===== src/rtl/car_link_tx.sv =====
`default_nettype none
// ============================================================================
// Module   : car_link_tx
// Purpose  : Snapshots own car state at the frame rate and sends it to the
//            peer board as an 8-byte checksummed UART 8N1 packet.
// Revision : 1.0 - initial release
// ============================================================================
module car_link_tx #(
    parameter int CLK_FREQ   = 100_000_000,
    parameter int BAUD       = 115200,
    parameter int FRAME_RATE = 120
) (
    input  logic       clk,
    input  logic       rst,
    input  logic [2:0] state,
    input  logic [9:0] my_f_x,
    input  logic [9:0] my_f_y,
    input  logic [9:0] my_r_x,
    input  logic [9:0] my_r_y,
    input  logic [1:0] flag,
    input  logic       finish,
    output logic       tx,
    output logic       busy,
    output logic       frame_sent,
    output logic       frame_drop
);

    localparam int BIT_TICKS   = CLK_FREQ / BAUD;
    localparam int FRAME_TICKS = CLK_FREQ / FRAME_RATE;
    localparam int FT_W        = (FRAME_TICKS > 1) ? $clog2(FRAME_TICKS) : 1;
    localparam int BT_W        = (BIT_TICKS > 1) ? $clog2(BIT_TICKS) : 1;

    localparam logic [FT_W-1:0] C_FRAME_LAST = FT_W'(FRAME_TICKS - 1);
    localparam logic [BT_W-1:0] C_BIT_LAST   = BT_W'(BIT_TICKS - 1);
    localparam logic [7:0]      C_SYNC       = 8'hA5;

    typedef enum logic [1:0] {
        S_IDLE  = 2'd0,
        S_START = 2'd1,
        S_DATA  = 2'd2,
        S_STOP  = 2'd3
    } fsm_t;

    fsm_t             fsm_q, fsm_d;
    logic [FT_W-1:0]  frame_cnt_q, frame_cnt_d;
    logic [BT_W-1:0]  bit_cnt_q, bit_cnt_d;
    logic [2:0]       bit_idx_q, bit_idx_d;
    logic [2:0]       byte_idx_q, byte_idx_d;
    logic [63:0]      pkt_q, pkt_d;
    logic             sent_q, sent_d;
    logic             drop_q, drop_d;

    logic             w_frame_tick;
    logic             w_bit_end;
    logic [39:0]      w_payload;
    logic [7:0]       w_b6;
    logic [7:0]       w_b7;

    assign w_frame_tick = (frame_cnt_q == C_FRAME_LAST);
    assign w_bit_end    = (bit_cnt_q == C_BIT_LAST);
    assign w_payload    = {my_f_x, my_f_y, my_r_x, my_r_y};
    assign w_b6         = {state, flag, finish, 2'b00};
    assign w_b7         = w_payload[39:32] ^ w_payload[31:24] ^ w_payload[23:16]
                        ^ w_payload[15:8]  ^ w_payload[7:0]   ^ w_b6;

    always_comb begin
        frame_cnt_d = w_frame_tick ? '0 : frame_cnt_q + 1'b1;
        fsm_d       = fsm_q;
        bit_cnt_d   = w_bit_end ? '0 : bit_cnt_q + 1'b1;
        bit_idx_d   = bit_idx_q;
        byte_idx_d  = byte_idx_q;
        pkt_d       = pkt_q;
        sent_d      = 1'b0;
        drop_d      = w_frame_tick && (fsm_q != S_IDLE);

        case (fsm_q)
            S_IDLE: begin
                bit_cnt_d = '0;
                if (w_frame_tick) begin
                    // Byte 0 sits in the low byte so the line index is {byte, bit}.
                    pkt_d      = {w_b7, w_b6, w_payload[7:0], w_payload[15:8],
                                  w_payload[23:16], w_payload[31:24],
                                  w_payload[39:32], C_SYNC};
                    fsm_d      = S_START;
                    bit_idx_d  = 3'd0;
                    byte_idx_d = 3'd0;
                end
            end
            S_START: begin
                if (w_bit_end) begin
                    fsm_d     = S_DATA;
                    bit_idx_d = 3'd0;
                end
            end
            S_DATA: begin
                if (w_bit_end) begin
                    if (bit_idx_q == 3'd7) begin
                        fsm_d = S_STOP;
                    end else begin
                        bit_idx_d = bit_idx_q + 3'd1;
                    end
                end
            end
            S_STOP: begin
                if (w_bit_end) begin
                    if (byte_idx_q == 3'd7) begin
                        fsm_d  = S_IDLE;
                        sent_d = 1'b1;
                    end else begin
                        byte_idx_d = byte_idx_q + 3'd1;
                        fsm_d      = S_START;
                    end
                end
            end
            default: fsm_d = S_IDLE;
        endcase
    end

    always_ff @(posedge clk) begin
        if (rst) begin
            fsm_q       <= S_IDLE;
            frame_cnt_q <= '0;
            bit_cnt_q   <= '0;
            bit_idx_q   <= 3'd0;
            byte_idx_q  <= 3'd0;
            pkt_q       <= '0;
            sent_q      <= 1'b0;
            drop_q      <= 1'b0;
        end else begin
            fsm_q       <= fsm_d;
            frame_cnt_q <= frame_cnt_d;
            bit_cnt_q   <= bit_cnt_d;
            bit_idx_q   <= bit_idx_d;
            byte_idx_q  <= byte_idx_d;
            pkt_q       <= pkt_d;
            sent_q      <= sent_d;
            drop_q      <= drop_d;
        end
    end

    always_comb begin
        tx = 1'b1;
        case (fsm_q)
            S_START: tx = 1'b0;
            S_DATA:  tx = pkt_q[{byte_idx_q, bit_idx_q}];
            default: tx = 1'b1;
        endcase
    end

    assign busy       = (fsm_q != S_IDLE);
    assign frame_sent = sent_q;
    assign frame_drop = drop_q;

endmodule
`default_nettype wire

===== config.mk =====
export PLATFORM = sky130hd
export DESIGN_NAME = car_link_tx
export DESIGN_NICKNAME = d
export VERILOG_FILES = /design/src/rtl/car_link_tx.sv
export SDC_FILE = /design/constraint.sdc
export NUM_CORES = 1
export LEC_CHECK = 0
export CAP_MARGIN = 10
export CORE_MARGIN = 10
export CORE_UTILIZATION = 45
export DETAILED_ROUTE_END_ITERATION = 16
export HOLD_SLACK_MARGIN = 0.08
export PLACE_DENSITY = 0.68
export SYNTH_ARGS = -nofsm -noshare
export SYNTH_HDL_FRONTEND = slang
export SYNTH_SLANG_ARGS = --single-unit

===== constraint.sdc =====
create_clock -name clk -period 2.5 [get_ports clk]
set_input_delay 0.625 -clock clk [delete_from_list [all_inputs] [get_ports clk]]
set_output_delay 0.625 -clock clk [all_outputs]
set_load 0.01 [all_outputs]

==> impl_results.md <==
* Failing checks: negative setup slack
* Mapped Area at 4660 um^2
* WHS Endpoint: bit_cnt_q[0]
* Post-synth ARST share at 0%
* Endpoints failing hold at 0
* Global route total overflow at 0
* Setup-failing EPs final at 1
* Global-route wire length before repair at 17.9 mm
* CTS tree: built
* Die H at 122 um
* Antenna violations before repair at 0
* CP startpoint: bit_idx_q[0]
* Vias in the first global route at 3773
* RSZ-0062 raised after global routing: true
* Number of routed nets with antenna violations at 0
* Fill cell count at 939
* CTS sink cnt at 95
* Cells after synthesis at 526
* Worst Hold Depth at 1
* Worst Min Path Start: bit_cnt_q[0]
* Initial drt markers at 260
* Pwr per Cell Area at 564 nW/um^2
* Port bufs at 51
* Yosys warnings at 0
* WL/cell at 15.0 um
* Antenna cells at 0
* Area growth syn-to-layout at 18.8%
* Peak supply drop at 0.262 mV
* DIE AREA at 14800 um^2
* Detail-routed via count per cell at 5.35
* Die W at 122 um
* Max incr delay on CP at 0.49 ns
* Placed cell count at 700
* Most frequent CP cell: mux4_2
* CP max stage cell: mux4_2
* Crit-path cells: buf_12 -> mux4_2 -> mux4_2 -> nand2b_1 -> a211oi_2 -> buf_2
* Nets@finish at 636
* Top_reg_cell synth: dfxtp_1
* Total CTS buffers at 9
* Most common cell after layout, fill and taps aside: nand2_1
* CTS Root Cell: clkbuf_8
* Largest net degree at the start of global routing at 51
* Via count at 3834
* CTS max path bufs at 2
* EDFF count, synth at 0
* Yosys cell types at 44
* Routability cong. at 0.905
* Final wirelength at 10.8 mm
* Final worst path period share at 113%
* Num rows at 37
* CP required at 1.88 ns
* Clock H-tree levels at 3
* Final WS setup at -0.317 ns
* Final Skew at 0.0115 ns
* Core area at 10200 um^2
* Finished Layout Cells at 717
* Leakage Power at 1.85 nW
* Initial Util at 45.6%
* Status: complete, but fails checks
* Critical Path Sink Type: primary output
* Max_slew headroom at 58.5%
* Critical R2R Launch: frame_cnt_q[2]
* Final Critical Period at 2.82 ns
* Worst-path fanout max at 7
* Layout cells sized above 1 at 11.2%
* CTS clk-pin slew, worst paths at 0.09 ns
* Worst Setup Path Type: reg2out
* Critical R2R Capture: pkt_q[60]
* GRT Util Overall at 14.7%
* Avg Cell Area, Syn at 8.87 um^2
* DRT Pass-1 Iters at 4
* Post-synthesis sequential area ratio at 40.8%
* Worst-Margin Slew at 0.621 ns
* Mapped Nets at 585
* MaxCap Viol Count at 0
* Path depth of the worst reg2reg path at 6
* R2R Setup Slk at 0.43 ns
* HPWL Detailed at 8.05 mm
* DR DRC count at 0
* Pins Over Slew Limit at 0
* Power Total at 0.00313 W
* Crit path DAT at 2.19 ns
* Max Fclk at 355 MHz
* CP startpoint kind: flop
* Register bit total from synthesis at 95
* I/O pin count at 52
* Clock Latency Late Sink at 0.37 ns
* Most frequent cells in the layout: nand2_1, dfxtp_1, a21oi_1
* HP Class: reg2reg
## power by group
group          switching, W  internal [W]  leakage, nW  total, W
logic              0.000268      0.000232        0.979  0.000500
clock network      0.000532      0.000556        0.105   0.00109
registers         0.0000118       0.00153        0.766   0.00154
total              0.000811       0.00231         1.85   0.00313
## per-stage QoR
stage	utilization, %	hold WS [ns]	worst slack [ns]	setup TNS, ns	area (um^2)
after floorplan	-	0.413	0.243	0	4660
after global placement	51.9	0.426	-0.293	-0.293	5310
after detailed placement	51.9	0.441	-0.313	-0.313	5310
after CTS	54.1	0.454	-0.318	-0.318	5530
after global routing	54.2	0.472	-0.395	-0.395	5540
final	54.2	0.446	-0.317	-0.317	5540
## Yosys cell counts (2+ instances only)
master	count	area share (%)
a211oi_2	5	1.3
nand4_1	11	1.5
buf_2	4	0.43
nor2_1	41	3.3
nand2_1	110	8.9
mux4_2	14	6.8
nand3_1	19	2.0
ha_1	11	3.0
buf_4	4	0.64
and3_1	10	1.3
a211oi_1	3	0.48
a21oi_1	58	6.2
mux2_2	2	0.48
a311oi_1	2	0.38
xnor2_1	51	9.6
inv_1	12	0.97
a31oi_1	4	0.54
and4b_1	2	0.43
mux2i_1	3	0.64
o21ai_0	7	0.75
xor2_1	13	2.4
nor3_1	7	0.75
dfxtp_1	95	41
clkbuf_1	12	0.97
buf_6	7	1.7
## cells by family (layout without fill, tap and decap cells)
group	Yosys count	in the layout	share of synthesized area, %
flip-flops	95	95	40.8
AND/OR/NAND/NOR	211	211	20.5
adder cells (fa/ha/maj)	11	11	2.95
multiplexers	19	19	7.89
AO/OA/AOI/OAI	86	86	11.1
XOR/XNOR	64	64	12.0
buffers and inverters	40	95	4.77
## worst max-delay path: cells and delay by family, from the launching register on
family / cells / cell delay [ns]
AO/OA/AOI/OAI: 1 / 0.09
multiplexers: 2 / 0.98
buffers and inverters: 2 / 0.28
AND/OR/NAND/NOR: 1 / 0.12
flip-flops: 1 / 0.36
## how the worst max path moves through the flow
stage	slack, ns	end	cells after the start
2_1_floorplan	0.24	tx	7
3_3_place_gp	-0.29	tx	6
3_5_place_dp	-0.31	tx	6
4_1_cts	-0.32	tx	6
5_1_grt	-0.40	tx	6
6_report	-0.32	tx	6
## registers in the layout (all words and copies together) (netlist names)
name         cells
frame_sent       1
frame_cnt_q     20
fsm_q            2
pkt_q           55
frame_drop       1
bit_idx_q        3
bit_cnt_q       10
byte_idx_q       3
## area by class of cell
type                            count  area [um^2]  area share [%]
Inverter                           12         45.0           0.813
Tap cell                          136          170            3.07
Sequential cell                    95         1900            34.3
Timing Repair Buffer               68          666            12.0
Multi-Input combinational cell    391         2550            46.0
Clock inverter                      6         86.3            1.56
Clock buffer                        9          124            2.23
## metal layers
metal  up-vias  track usage, %  wire length (um)
li1       1898               -                 -
met1      1839            19.0              5050
met2        83            23.9              5140
met3        14            2.41               413
met4         0            5.96               162
met5         -               0                 0
## timing repair
item	in CTS	in global routing
gates cloned	0	0
resized for setup	6	1
hold buffers	0	0
buffers inserted	1	1
setup endpoints to repair	1	2
No activity file was read; power rests on OpenSTA's default activity.
